<file path="src/rtl/alu_arbiter.sv">
// alu_arbiter: lets two requesters share one ALU, with one operation in flight
// at a time. Requests are granted round-robin, and each result goes back to the
// requester that issued it.
module alu_arbiter #(
    parameter int ALU_LAT = 1
) (
    input  logic        clk,
    input  logic        reset,
    input  logic        req0_valid,
    input  logic        req1_valid,
    output logic        req0_ready,
    output logic        req1_ready,
    input  logic [3:0]  req0_mode,
    input  logic [3:0]  req1_mode,
    input  logic [31:0] req0_rs1,
    input  logic [31:0] req1_rs1,
    input  logic [31:0] req0_rs2,
    input  logic [31:0] req1_rs2,
    output logic        resp0_valid,
    output logic        resp1_valid,
    input  logic        resp0_ready,
    input  logic        resp1_ready,
    output logic [31:0] resp_rd,
    output logic [3:0]  alu_mode,
    output logic [31:0] alu_rs1,
    output logic [31:0] alu_rs2,
    input  logic [31:0] alu_rd,
    output logic        busy
);

    typedef enum logic [1:0] {
        IDLE = 2'd0,
        EXEC = 2'd1,
        RESP = 2'd2
    } state_t;

    localparam logic [3:0] LAT_INIT = 4'(ALU_LAT);

    state_t      state_reg;
    state_t      state_next;
    logic        owner_reg;
    logic        rr_ptr_reg;
    logic [3:0]  lat_cnt_reg;
    logic [3:0]  alu_mode_reg;
    logic [31:0] alu_rs1_reg;
    logic [31:0] alu_rs2_reg;
    logic [31:0] resp_rd_reg;

    logic        grant0;
    logic        grant1;
    logic        accept;
    logic        resp_done;

    // Round-robin grant: a lone requester always wins, and a tie goes to rr_ptr
    always_comb begin
        grant0 = req0_valid && (!req1_valid || !rr_ptr_reg);
        grant1 = req1_valid && (!req0_valid ||  rr_ptr_reg);
    end

    assign accept    = (state_reg == IDLE) && (req0_valid || req1_valid);
    assign resp_done = (state_reg == RESP) && (owner_reg ? resp1_ready : resp0_ready);

    // State register
    always_ff @(posedge clk or negedge reset) begin
        if (!reset) begin
            state_reg <= IDLE;
        end else begin
            state_reg <= state_next;
        end
    end

    // Next-state logic
    always_comb begin
        state_next = state_reg;
        case (state_reg)
            IDLE:    if (accept)               state_next = EXEC;
            EXEC:    if (lat_cnt_reg == 4'd1)  state_next = RESP;
            RESP:    if (resp_done)            state_next = IDLE;
            default:                           state_next = IDLE;
        endcase
    end

    // Operand latch on accept, latency countdown, result capture and pointer update
    always_ff @(posedge clk or negedge reset) begin
        if (!reset) begin
            owner_reg    <= 1'b0;
            rr_ptr_reg   <= 1'b0;
            lat_cnt_reg  <= 4'd0;
            alu_mode_reg <= 4'd0;
            alu_rs1_reg  <= 32'd0;
            alu_rs2_reg  <= 32'd0;
            resp_rd_reg  <= 32'd0;
        end else begin
            if (accept) begin
                owner_reg    <= grant1;
                lat_cnt_reg  <= LAT_INIT;
                alu_mode_reg <= grant1 ? req1_mode : req0_mode;
                alu_rs1_reg  <= grant1 ? req1_rs1  : req0_rs1;
                alu_rs2_reg  <= grant1 ? req1_rs2  : req0_rs2;
            end
            if (state_reg == EXEC) begin
                lat_cnt_reg <= lat_cnt_reg - 4'd1;
                if (lat_cnt_reg == 4'd1) begin
                    resp_rd_reg <= alu_rd;
                end
            end
            // The requester just served loses the next tie
            if (resp_done) begin
                rr_ptr_reg <= ~owner_reg;
            end
        end
    end

    // Handshake and status outputs decoded from state and owner
    always_comb begin
        req0_ready  = (state_reg == IDLE) && grant0;
        req1_ready  = (state_reg == IDLE) && grant1;
        resp0_valid = (state_reg == RESP) && !owner_reg;
        resp1_valid = (state_reg == RESP) &&  owner_reg;
        busy        = (state_reg != IDLE);
    end

    assign alu_mode = alu_mode_reg;
    assign alu_rs1  = alu_rs1_reg;
    assign alu_rs2  = alu_rs2_reg;
    assign resp_rd  = resp_rd_reg;

endmodule

</file>
<file path="config.mk">
export PLATFORM = sky130hd
export DESIGN_NAME = alu_arbiter
export DESIGN_NICKNAME = d
export VERILOG_FILES = /design/src/rtl/alu_arbiter.sv
export SDC_FILE = /design/constraint.sdc
export NUM_CORES = 1
export LEC_CHECK = 0
export CAP_MARGIN = 20
export CORE_MARGIN = 2
export CORE_UTILIZATION = 40
export CTS_BUF_LIST = sky130_fd_sc_hd__clkbuf_2
export CTS_CLUSTER_DIAMETER = 50
export CTS_CLUSTER_SIZE = 16
export DETAILED_ROUTE_END_ITERATION = 10
export PLACE_DENSITY = 0.81
export SLEW_MARGIN = 20
export SYNTH_ARGS = -nofsm -noshare
export SYNTH_HDL_FRONTEND = slang
export SYNTH_SLANG_ARGS = --single-unit
</file>
<file path="constraint.sdc">
create_clock -name clk -period 2.25 [get_ports clk]
set_input_delay 0.675 -clock clk [delete_from_list [all_inputs] [get_ports clk]]
set_output_delay 0.675 -clock clk [all_outputs]
set_load 0.02 [all_outputs]
</file>
### Word level (Yosys, flattened, before mapping)

Cells that the tools add are included.

* register bits after elaboration: 108
* bits of input ports: 174
* word-level logic and storage cells: 46

* reduce and logical (&&, ||, !) cells: 20
* add/sub/neg operators: 1
* eq/ne operators: 6
* bitwise operators: 1
* muxes and demuxes: 10

Operator list (count)
* two-way mux 32 bit: 2
* two-way mux 4 bit: 3
* logical AND 1 bit: 8
* two-way mux 2 bit: 3
* inequality test 2 bit, second input constant: 3
* case mux 2 bit (3 select lines): 1
* equality test 4 x 1 -> 1 bit, second input constant: 1
* zero test 1 bit: 4
* nonzero test 2 bit: 2
* subtractor 4 x 1 -> 4 bit, second input constant: 1
* logical OR 1 bit: 3
* AND reduction 3 bit: 1
* equality test 2 x 1 -> 1 bit, second input constant: 1
* equality test 2 bit, second input constant: 1
* zero test 2 bit: 1
* AND reduction 2 bit: 1
* two-way mux 1 bit: 1
* NOT 1 bit: 1

### Longest topological paths before layout

* word-level depth: 4
* depth in mapped cells: 6
* depth with buffers taken out: 5

### Worst setup path before layout

OpenSTA, ideal clock, no wires.

* path type: input port to output port
* start point: in req0_valid
* end point: out req1_ready
* stages: 6
* required time: 1575 ps
* setup slack: 64 ps
* arrival: 1511 ps
* cell sequence: nand2b_1 buf_2 buf_4 buf_4 nand2_1 nor2_1

* longest elaborated chain between the ends: 4

RTL lines
* from (decl): line 9 `input logic req0_valid,`
* zero test 1 bit: line 57 `grant1 = req1_valid && (!req0_valid || rr_ptr_reg);`
* logical OR 1 bit: line 57
* logical AND 1 bit: line 57
* logical AND 1 bit: line 117 `req1_ready = (state_reg == IDLE) && grant1;`
* to (decl): line 12 `output logic req1_ready,`

No other way between the ends.

### Worst setup path in the final report

* start point: reg state_reg[0]
* end point: out resp0_valid

* longest elaborated chain between the ends: 2

RTL lines
* from (decl): line 39 `state_t state_reg;`
* from (signal assigned): line 68 `state_reg <= state_next;`
* equality test 2 bit: line 118 `resp0_valid = (state_reg == RESP) && !owner_reg;`
* logical AND 1 bit: line 118
* to (decl): line 19 `output logic resp0_valid,`

No other way between the ends.

==> impl_metrics.json <==
{
  "worst_pin_slew_ns": 0.7713,
  "postSynthAreaPerCell_um2": 10.11,
  "drt_iter0_markers": 400,
  "worstPathRequired_ns": 1.57,
  "seq_area_mm2": 0.002704,
  "cts_made_buffers": 9,
  "cts_tree": "built",
  "power_per_cell_area_mw_per_mm2": 1228,
  "cts.sinks": 108,
  "die_h_um": 117.7,
  "timing.rr.end": "resp_rd[3]$_DFFE_PN0P_",
  "ys_seq_area_frac": 0.5229,
  "fin_skew_ns": 0.02099,
  "path_clk_slew_ns": 0.33,
  "multi_input_area_mm2": 0.002205,
  "final_common_cell": "clkdlybuf4s50_1",
  "hold_path_class": "in2async",
  "grt_first_pass_wirelength_um": 29100,
  "drt-total-wl_um": 18660,
  "yosys_warnings": 0,
  "postRouteAntennaNets": 0,
  "dpl.hpwl_um": 13180,
  "synth-seq-cells": 108,
  "synth_cells": 511,
  "antenna_found_initial": 1,
  "dr_total_vias": 5349,
  "syn_to_final_growth_pct": 58.99,
  "place_congestion": 0.8013,
  "port_buffers": 278,
  "synth_nets": 687,
  "grt_start_max_net_pins": 71,
  "ys_types": 35,
  "synth_area_leader_cell": "dfrtp_1",
  "finalCritPeriodShare": 1.022,
  "status": "finished, violations left",
  "start_util": 0.4096,
  "rsz0062_at_grt": "yes",
  "netlist_area_mm2": 0.005169,
  "peakVddDrop_mv": 0.5849,
  "final.setup.worst_slack_ns": -0.05018,
  "ys_top_cells_by_area": "dfrtp_1, mux2_4, a31oi_1",
  "slew_headroom": 0.4858,
  "drc_errors": 0,
  "violations": "negative setup slack",
  "fin_total_pwr_uw": 10090,
  "overflow": 0,
  "fin_util": 0.6512,
  "first_global_vias": 5577,
  "pre_cts_ws_ns": -0.4773,
  "p_leak_uw": 0.003485,
  "clk_path_buf_depth": 2,
  "fin_setup_tns_ns": -0.1241,
  "fin_crit_ns": 2.300,
  "die-area_mm2": 0.01385,
  "reg2reg_from": "state_reg[1]$_DFFE_PN0P_",
  "crit_path_start_kind": "flop",
  "timing.fmax_mhz": 434.7,
  "clock_latency_ns": 0.64,
  "via_per_inst": 5.619,
  "r2r_setup_slack_ns": 0.29,
  "h-tree-depth": 3,
  "io_pins": 279,
  "cp_max_fo": 3,
  "layout.nets": 950,
  "dieWidth_um": 117.7,
  "hold_ws_ns": 0.4483,
  "coreArea_mm2": 0.01262,
  "num_rows": 41,
  "grt_util_all_layers": 0.2635,
  "netlist.area_leader.share": 0.5229,
  "fillerInstances": 1026,
  "mostFrequentLayoutCells": "clkdlybuf4s50_1, dfrtp_1, dlygate4sd2_1, a21oi_1",
  "cts_root_buf": "clkbuf_2",
  "hold_viol_final": 0,
  "drv_slew": 0,
  "critPathArrivalTime_ns": 1.63,
  "routedWlPerCell_um": 19.60,
  "reg2reg_depth": 6,
  "first_pass_iters": 5,
  "final-setup-viol-count": 4,
  "drive_above_1_share": 0.1271,
  "critPathCaptureType": "output port",
  "criticalPathCategory": "reg2out",
  "cap_violations": 0
}
-- final cells by class --
class / count / area share
timing repair buffer: 307 / 0.3602
clock inverter: 7 / 0.007765
clock buffer: 9 / 0.005481
antenna: 1 / 0.0003045
multi-input combinational: 342 / 0.2683
tap: 172 / 0.02619
sequential: 108 / 0.3290
inverter: 6 / 0.002741
-- critical path: stages, from the launching register on --
cell and delay, ns:
dfrtp_2 0.51, buf_6 0.13, nand2b_4 0.14, nor2_4 0.08
buf_6 0.12
-- timing repair --
item / CTS / global route
endpoints found under the hold margin: 29 / 0
gates resized for setup: 131 / 9
setup endpoints to repair: 105 / 6
hold buffers: 1 / 0
pin swaps: 1 / 2
setup buffers: 6 / 2
-- cells in the mapped netlist, drive strengths merged --
cell and number:
dfrtp 108, o21ai 73, a21oi 70, a31oi 69
nand3 68, mux2 32, buf 28, clkbuf 27
nor2 7, inv 6, nand2 5, nand2b 3
and3 2, ha 2, a211oi 1, and2b 1
mux2i 1, nand3b 1, nor2b 1, nor3b 1
nor4 1, o22ai 1, o2bb2ai 1, or2 1
xor2 1
-- power breakdown --
| part | internal (uW) | switching, uW | leakage [uW] | total, uW |
|---|---|---|---|---|
| clock network | 176 | 736 | 0.0000634 | 912 |
| logic | 2520 | 3190 | 0.00220 | 5710 |
| registers | 2910 | 560 | 0.00123 | 3470 |
| total | 5610 | 4480 | 0.00349 | 10100 |
-- cell families (layout without fill, tap and decap cells) --
logic type               after synthesis  in the layout  share of synthesized area
AO/OA/AOI/OAI                        215            215                     0.2263
XOR/XNOR                               1              1                   0.001695
adder cells (fa/ha/maj)                2              2                   0.004841
buffers and inverters                 61            329                    0.05713
flip-flops                           108            108                     0.5229
multiplexers                          33             33                    0.09271
other                                  0              1                          0
AND/OR/NAND/NOR                       91             91                    0.09441
-- worst max path at each step --
stage	from	end	slack, ns
detailed placement	req0_valid	req1_ready	-0.48
global route	state_reg[0]$_DFFE_PN0P_	resp0_valid	-0.13
global placement	req0_valid	req1_ready	-0.44
finish	state_reg[0]$_DFFE_PN0P_	resp0_valid	-0.05
floorplan	req0_valid	req1_ready	0.06
CTS	state_reg[0]$_DFFE_PN0P_	resp0_valid	-0.11
-- layer usage --
metal  vias up  GRT usage  routed length [um]
li1       2414          -                   -
met1      2611     0.3166                7451
met2       288     0.4426                9137
met3        36    0.06928                1543
met4         0     0.1205                 531
met5         -          0                   0
-- per-stage QoR --
step	cells	instance area [um^2]
floorplan	511	5169
global placement	926	8120
detailed placement	926	8120
CTS	949	8169
global route	952	8218
finish	952	8218
Note: power is estimated with default switching activity, not from simulation.
